[config.mk]
export PLATFORM = sky130hd
export DESIGN_NAME = adder_4b
export DESIGN_NICKNAME = d
export VERILOG_FILES = /design/src/rtl/adder_4b_pkg.sv /design/src/rtl/adder_4b_full_adder.sv /design/src/rtl/adder_4b.sv
export SDC_FILE = /design/constraint.sdc
export NUM_CORES = 1
export LEC_CHECK = 0
export ABC_AREA = 1
export BUFFER_PORTS_ARGS = -buffer_cell sky130_fd_sc_hd__buf_2
export CAP_MARGIN = 20
export CELL_PAD_IN_SITES_DETAIL_PLACEMENT = 1
export CELL_PAD_IN_SITES_GLOBAL_PLACEMENT = 1
export CORE_AREA = 2 2 39 41
export DETAILED_ROUTE_END_ITERATION = 7
export DIE_AREA = 0 0 41 43
export GPL_TIMING_DRIVEN = 0
export HOLD_SLACK_MARGIN = 0.08
export PLACE_DENSITY = 0.75
export SETUP_SLACK_MARGIN = 0.2
export SYNTH_ARGS = -nofsm -noshare
export SYNTH_HDL_FRONTEND = slang
export SYNTH_SLANG_ARGS = --single-unit
[constraint.sdc]
create_clock -name clk -period 2.3 [get_ports clk]
set_input_delay 0.23 -clock clk [delete_from_list [all_inputs] [get_ports clk]]
set_output_delay 0.23 -clock clk [all_outputs]
set_load 0.02 [all_outputs]
[src/rtl/adder_4b_pkg.sv]
// ---------------------------------------------------------------------------
// adder_4b_pkg
//   Shared constants for the 4-bit ripple-carry adder slice.
//   ADDER_W : operand / sum width in bits.
//   RST_VAL : value loaded into the {carry, sum} result register on reset.
// ---------------------------------------------------------------------------
package adder_4b_pkg;

    localparam int unsigned ADDER_W = 4;

    localparam logic [ADDER_W:0] RST_VAL = 5'b0_0000;

endpackage : adder_4b_pkg

[src/rtl/adder_4b_full_adder.sv]
// ---------------------------------------------------------------------------
// full_adder
//   Single-bit full adder, one stage of the adder_4b ripple chain.
//   Ports:
//     a, b  : operand bits
//     cin   : carry into this stage
//     sum   : a ^ b ^ cin
//     cout  : carry out of this stage
// ---------------------------------------------------------------------------
module full_adder (
    input  logic a,
    input  logic b,
    input  logic cin,
    output logic sum,
    output logic cout
);

    logic p;  // propagate
    logic g;  // generate

    always_comb begin
        p    = a ^ b;
        g    = a & b;
        sum  = p ^ cin;
        cout = g | (cin & p);
    end

endmodule : full_adder

[src/rtl/adder_4b.sv]
// ---------------------------------------------------------------------------
// adder_4b
//   4-bit ripple-carry adder with carry-in and carry-out, plus a registered
//   copy of the result for clocked consumers.
//   Ports:
//     clk         : system clock (only clock)
//     rst_n       : synchronous active-low reset; clears only the registers
//     carryIn     : carry into bit 0
//     in1, in2    : unsigned 4-bit operands
//     out         : combinational sum bits [3:0]
//     carryOut    : combinational carry out of bit 3
//     out_r       : out registered on every rising clk edge
//     carry_out_r : carryOut registered on every rising clk edge
//   Signed overflow is not flagged; consumers derive it from in1[3], in2[3]
//   and out[3].
// ---------------------------------------------------------------------------
module adder_4b
    import adder_4b_pkg::*;
(
    input  logic               clk,
    input  logic               rst_n,
    input  logic               carryIn,
    input  logic [ADDER_W-1:0] in1,
    input  logic [ADDER_W-1:0] in2,
    output logic [ADDER_W-1:0] out,
    output logic               carryOut,
    output logic [ADDER_W-1:0] out_r,
    output logic               carry_out_r
);

    // c[0] is the external carry-in, c[ADDER_W] the final carry-out.
    logic [ADDER_W:0]   c;
    logic [ADDER_W-1:0] s;
    logic [ADDER_W:0]   res_r;

    assign c[0] = carryIn;

    for (genvar i = 0; i < ADDER_W; i++) begin : g_stage
        full_adder u_fa (
            .a    (in1[i]),
            .b    (in2[i]),
            .cin  (c[i]),
            .sum  (s[i]),
            .cout (c[i+1])
        );
    end

    assign out      = s;
    assign carryOut = c[ADDER_W];

    always_ff @(posedge clk) begin
        if (!rst_n) begin
            res_r <= RST_VAL;
        end else begin
            res_r <= {c[ADDER_W], s};
        end
    end

    assign out_r       = res_r[ADDER_W-1:0];
    assign carry_out_r = res_r[ADDER_W];

endmodule : adder_4b

== Word level (Yosys, flattened, before mapping) ==
Index checks and enable logic that the tools add are counted.

* Bitwise operators: 20
* Divide/modulo/power cells: 0
* Equal/unequal tests: 0
* Shift operators: 0
* Magnitude comparators: 0
* $mul: 0
* Mux-type cells: 0
* Reduce and logical (&&, ||, !) cells: 0
* $add $sub $neg: 0

{| class="wikitable"
|+ Operator list
! cell !! count
|-
| 1-bit bitwise AND || 8
|-
| 1-bit bitwise XOR || 8
|-
| 1-bit OR || 4
|}

* Memory bits (writable): 0
* Bits in read-only memories: 0
* Latch bits: 0
* Memories kept: 0
* Register bits: 5
* Input port bits: 11

== Logic depth before layout (Yosys ltp) ==
* Depth after elaboration: 9
* Depth in mapped cells: 9
* Gate-level depth less buffers: 8

== Hierarchy ==
A second synthesis with hierarchy kept.

* Cell total of the unflattened synthesis: 19
* Area total of the unflattened synthesis: 217.7 um^2

{| class="wikitable"
|+ Modules (own cells, without submodules)
! module !! sequential area each (um^2) !! cells an instance !! instances !! area each (um^2)
|-
| adder_4b || 100.1 || 15 || 1 || 137.6
|-
| full_adder || 0.0 || 1 || 4 || 20.0
|}

== Least setup slack after synthesis ==
OpenSTA, ideal clock, no wires.

* Path type: input to output
* From: input port carryIn
* To: output port out[3]
* Data arrival time: 1878 ps
* Setup slack: 192 ps
* Data required time: 2070 ps
* Stages on the path: 9
* Cells stage by stage: inv_1 > fa_1 > inv_1 > fa_1 > fa_1 > inv_1 > fa_1 > inv_1 > buf_4

* Word-level cells in the longest chain between the ends: 7

{| class="wikitable"
|+ RTL lines
! what !! line !! RTL
|-
| start, declared || adder_4b.sv:22 || <nowiki>input logic carryIn,</nowiki>
|-
| 1-bit bitwise AND || adder_4b_full_adder.sv:25 || <nowiki>cout = g | (cin & p);</nowiki>
|-
| 1-bit OR || adder_4b_full_adder.sv:25 ||
|-
| 1-bit bitwise AND || adder_4b_full_adder.sv:25 ||
|-
| 1-bit OR || adder_4b_full_adder.sv:25 ||
|-
| 1-bit bitwise AND || adder_4b_full_adder.sv:25 ||
|-
| 1-bit OR || adder_4b_full_adder.sv:25 ||
|-
| 1-bit bitwise XOR || adder_4b_full_adder.sv:24 || <nowiki>sum = p ^ cin;</nowiki>
|-
| end, declared || adder_4b.sv:25 || <nowiki>output logic [ADDER_W-1:0] out,</nowiki>
|}

No other way between the ends.

== Worst setup path in the final report ==
Ends and elaborated chain as after synthesis.

==> impl_metrics.json <==
{
  "initial_core_util_pct": 20.1,
  "ios": 21,
  "syn_inst": 31,
  "area_of_the_die_um2": 1760,
  "layout.cell_area.non_filler_um2": 475,
  "post_synth.cell_area_avg_um2": 8.96,
  "final.setup.worst_slack_ps": 33.6,
  "drt-pass1-iter-count": 1,
  "dp.final_hpwl_um": 623,
  "power_frac_seq_pct": 29.4,
  "grt_first_pass_wirelength_um": 1060,
  "mappedNetlistArea_um2": 278,
  "drtAntennaViolNets": 0,
  "design.core.area_um2": 1380,
  "final_layout_size_suffix_gt1_share_pct": 69.6,
  "clock_sinks": 5,
  "clk_root_buffer_cell": "clkbuf_4",
  "synth-main-ff-cell": "dfxtp_1",
  "largest_reg_flops": 5,
  "fp.dieW_um": 41,
  "ys_top_cells_by_count": "inv_1, dfxtp_1, buf_4, fa_1, nor2_1",
  "detail_route.wl_per_cell_um": 9.17,
  "worst_margin_slew_ps": 109,
  "clk_path_buf_depth": 2,
  "via_count": 262,
  "worst_hold_startpoint": "rst_n",
  "diodes": 0,
  "cp_launch_type": "input port",
  "post_dp_cell_area_um2": 404,
  "timing_max_transition_violations_final": 0,
  "place.port_buffers": 20,
  "power.switching_w": 0.000106,
  "avgViaCountPerCell": 3.64,
  "detail_route.wirelength_um": 660,
  "sw_frac_of_total_pct": 31.4,
  "wl_met2_um": 438,
  "combinational_family_with_the_most_area_after_synthesis": "adder cells",
  "required_ps": 2070,
  "path_type_of_the_worst_setup_path": "input port to primary output",
  "power_per_cell_area_nw_per_um2": 707,
  "largest_net_degree_at_the_start_of_global_routing": 4,
  "preCtsSetupSlack_ps": -135,
  "max_freq_mhz": 441,
  "finish.utilization_pct": 34.4,
  "finalHoldViolCount": 0,
  "area_delta_synth_final_pct": 71.2,
  "synth_compound_gate_area_share_pct": 0,
  "die-height_um": 43,
  "rows": 14,
  "post_synth_and_or_nand_nor_area_fraction_pct": 6.76,
  "slew_headroom_pct": 92.8,
  "post_synth_fa_ha_maj_area_fraction_pct": 28.8,
  "hold_buffers": 0,
  "synth_warn": 0,
  "dr.max_layer_used": "met4",
  "postSynthRegisterBits": 5,
  "crit_path_max_fanout": 2,
  "hp-class": "input port to flip-flop",
  "timing.final.crit_share_pct": 98.5,
  "grt_pass1_vias": 279,
  "htree_levels": 1,
  "num-nets-final": 72,
  "async_reset_ff_share_pct": 0,
  "cts.reportedPaths.clkPinSlew_ps": 40,
  "antenna_found_initial": 0,
  "register_containing_the_most_flip_flops_in_the_final_layout": "res_r",
  "ys_top_cells_by_area": "dfxtp_1, fa_1, inv_1",
  "setup_tns_ps": 0,
  "vdd_drop_max_uv": 125,
  "drt_drc_violations_left": 0,
  "synth.mux.area_fraction_pct": 0,
  "pnr_total_power_w": 0.000336,
  "detailedRoute.firstIterationViolations": 0,
  "critical_path_arrival_ps": 2040,
  "gr-total-overflow": 0,
  "synth.net_count": 46,
  "biggestRegsByFlops": "res_r (5)",
  "leakagePower_nw": 0.277,
  "outcome": "finished clean",
  "placer_congestion": 0.605,
  "synth_sequential_area_ratio_pct": 36.0,
  "cts-buffers-inserted": 3,
  "synth_edf_count": 0,
  "timing.critical_path.from": "carryIn",
  "met3_wirelength_um": 62,
  "finalSetupViolCount": 0,
  "cap_violations": 0,
  "power.combinational.fraction_pct": 41.3,
  "power.share.clock_pct": 29.3,
  "grt.total_usage_pct": 10.4,
  "post-route-min-period_ps": 2270,
  "netlist.top_cell.by_area": "dfxtp_1",
  "ys_types": 7,
  "synth_largest_type_area_fraction_pct": 36.0,
  "endpoint_kind": "primary output",
  "post_route_m1_wl_um": 147,
  "p_int_w": 0.000231,
  "synth_xor_xnor_area_share_pct": 0,
  "tritoncts": "built",
  "grt_setup_unrepaired": "yes",
  "synth_most_common_cell": "inv_1"
}
## layout by cell type, fill, tap and decap left out, drive strengths merged
cell,netlist,final
buf,4,25
inv,13,13
dfxtp,5,5
fa,4,4
clkbuf,0,4
nor2,3,3
nand2,2,2
## worst max-delay path, stage by stage
cell and delay (ps):
buf_6 100, inv_4 40, fa_2 190, inv_2 40, fa_2 330, fa_2 340
inv_2 60, fa_2 450, inv_2 70, buf_6 80, buf_6 100
## metrics by stage
stage,hold slack (ps),std cells
after floorplan,323,31
after detailed placement,470,67
final,226,72
after global placement,456,67
after CTS,224,72
after global routing,249,72
## kinds of logic (layout without fill, tap and decap cells)
kind of cell | count (synthesis) | count (layout)
adders and majority gates | 4 | 4
buffers and inverters | 17 | 42
DFF | 5 | 5
and+or+nand+nor | 5 | 5
## path summary, 6_finish.rpt
kind                   end  slack, ps  depth (start not counted)
hold / removal    res_r[2]        230                          3
setup / recovery    out[3]         30                         11
## power by group through the flow
stage / clock (W) / sequential, W / combinational (W)
2_1_floorplan: 0 / 0.000114 / 0.0000678
6_report: 0.0000986 / 0.0000987 / 0.000139
3_3_place_gp: 0 / 0.000100 / 0.000118
3_5_place_dp: 0 / 0.000100 / 0.000123
4_1_cts: 0.000103 / 0.0000990 / 0.000141
5_1_grt: 0.000110 / 0.0000996 / 0.000154
## routing by layer
metal,track usage [%],vias to the layer above
met5,0,-
met4,12.0,0
met3,1.57,2
met2,19.1,14
met1,6.91,121
li1,-,125
## cell type report
| class | instances | area (um^2) |
|---|---|---|
| fillers | 183 | 908 |
| repair buffers | 21 | 133 |
| multi-input cells | 9 | 109 |
| flip-flops and latches | 5 | 100 |
| inverters | 13 | 53.8 |
| plain buffers | 4 | 33.8 |
| clock buffers | 4 | 26.3 |
| well taps | 16 | 20.0 |
## what timing repair did
action / 4_1_cts / 5_1_grt
gates resized for setup: 14 / 2
endpoints found under the setup margin: 2 / 2
gates cloned: 0 / 0
buffers inserted: 1 / 0
pin swaps: 4 / 3
No activity file was read; power rests on OpenSTA's default activity.
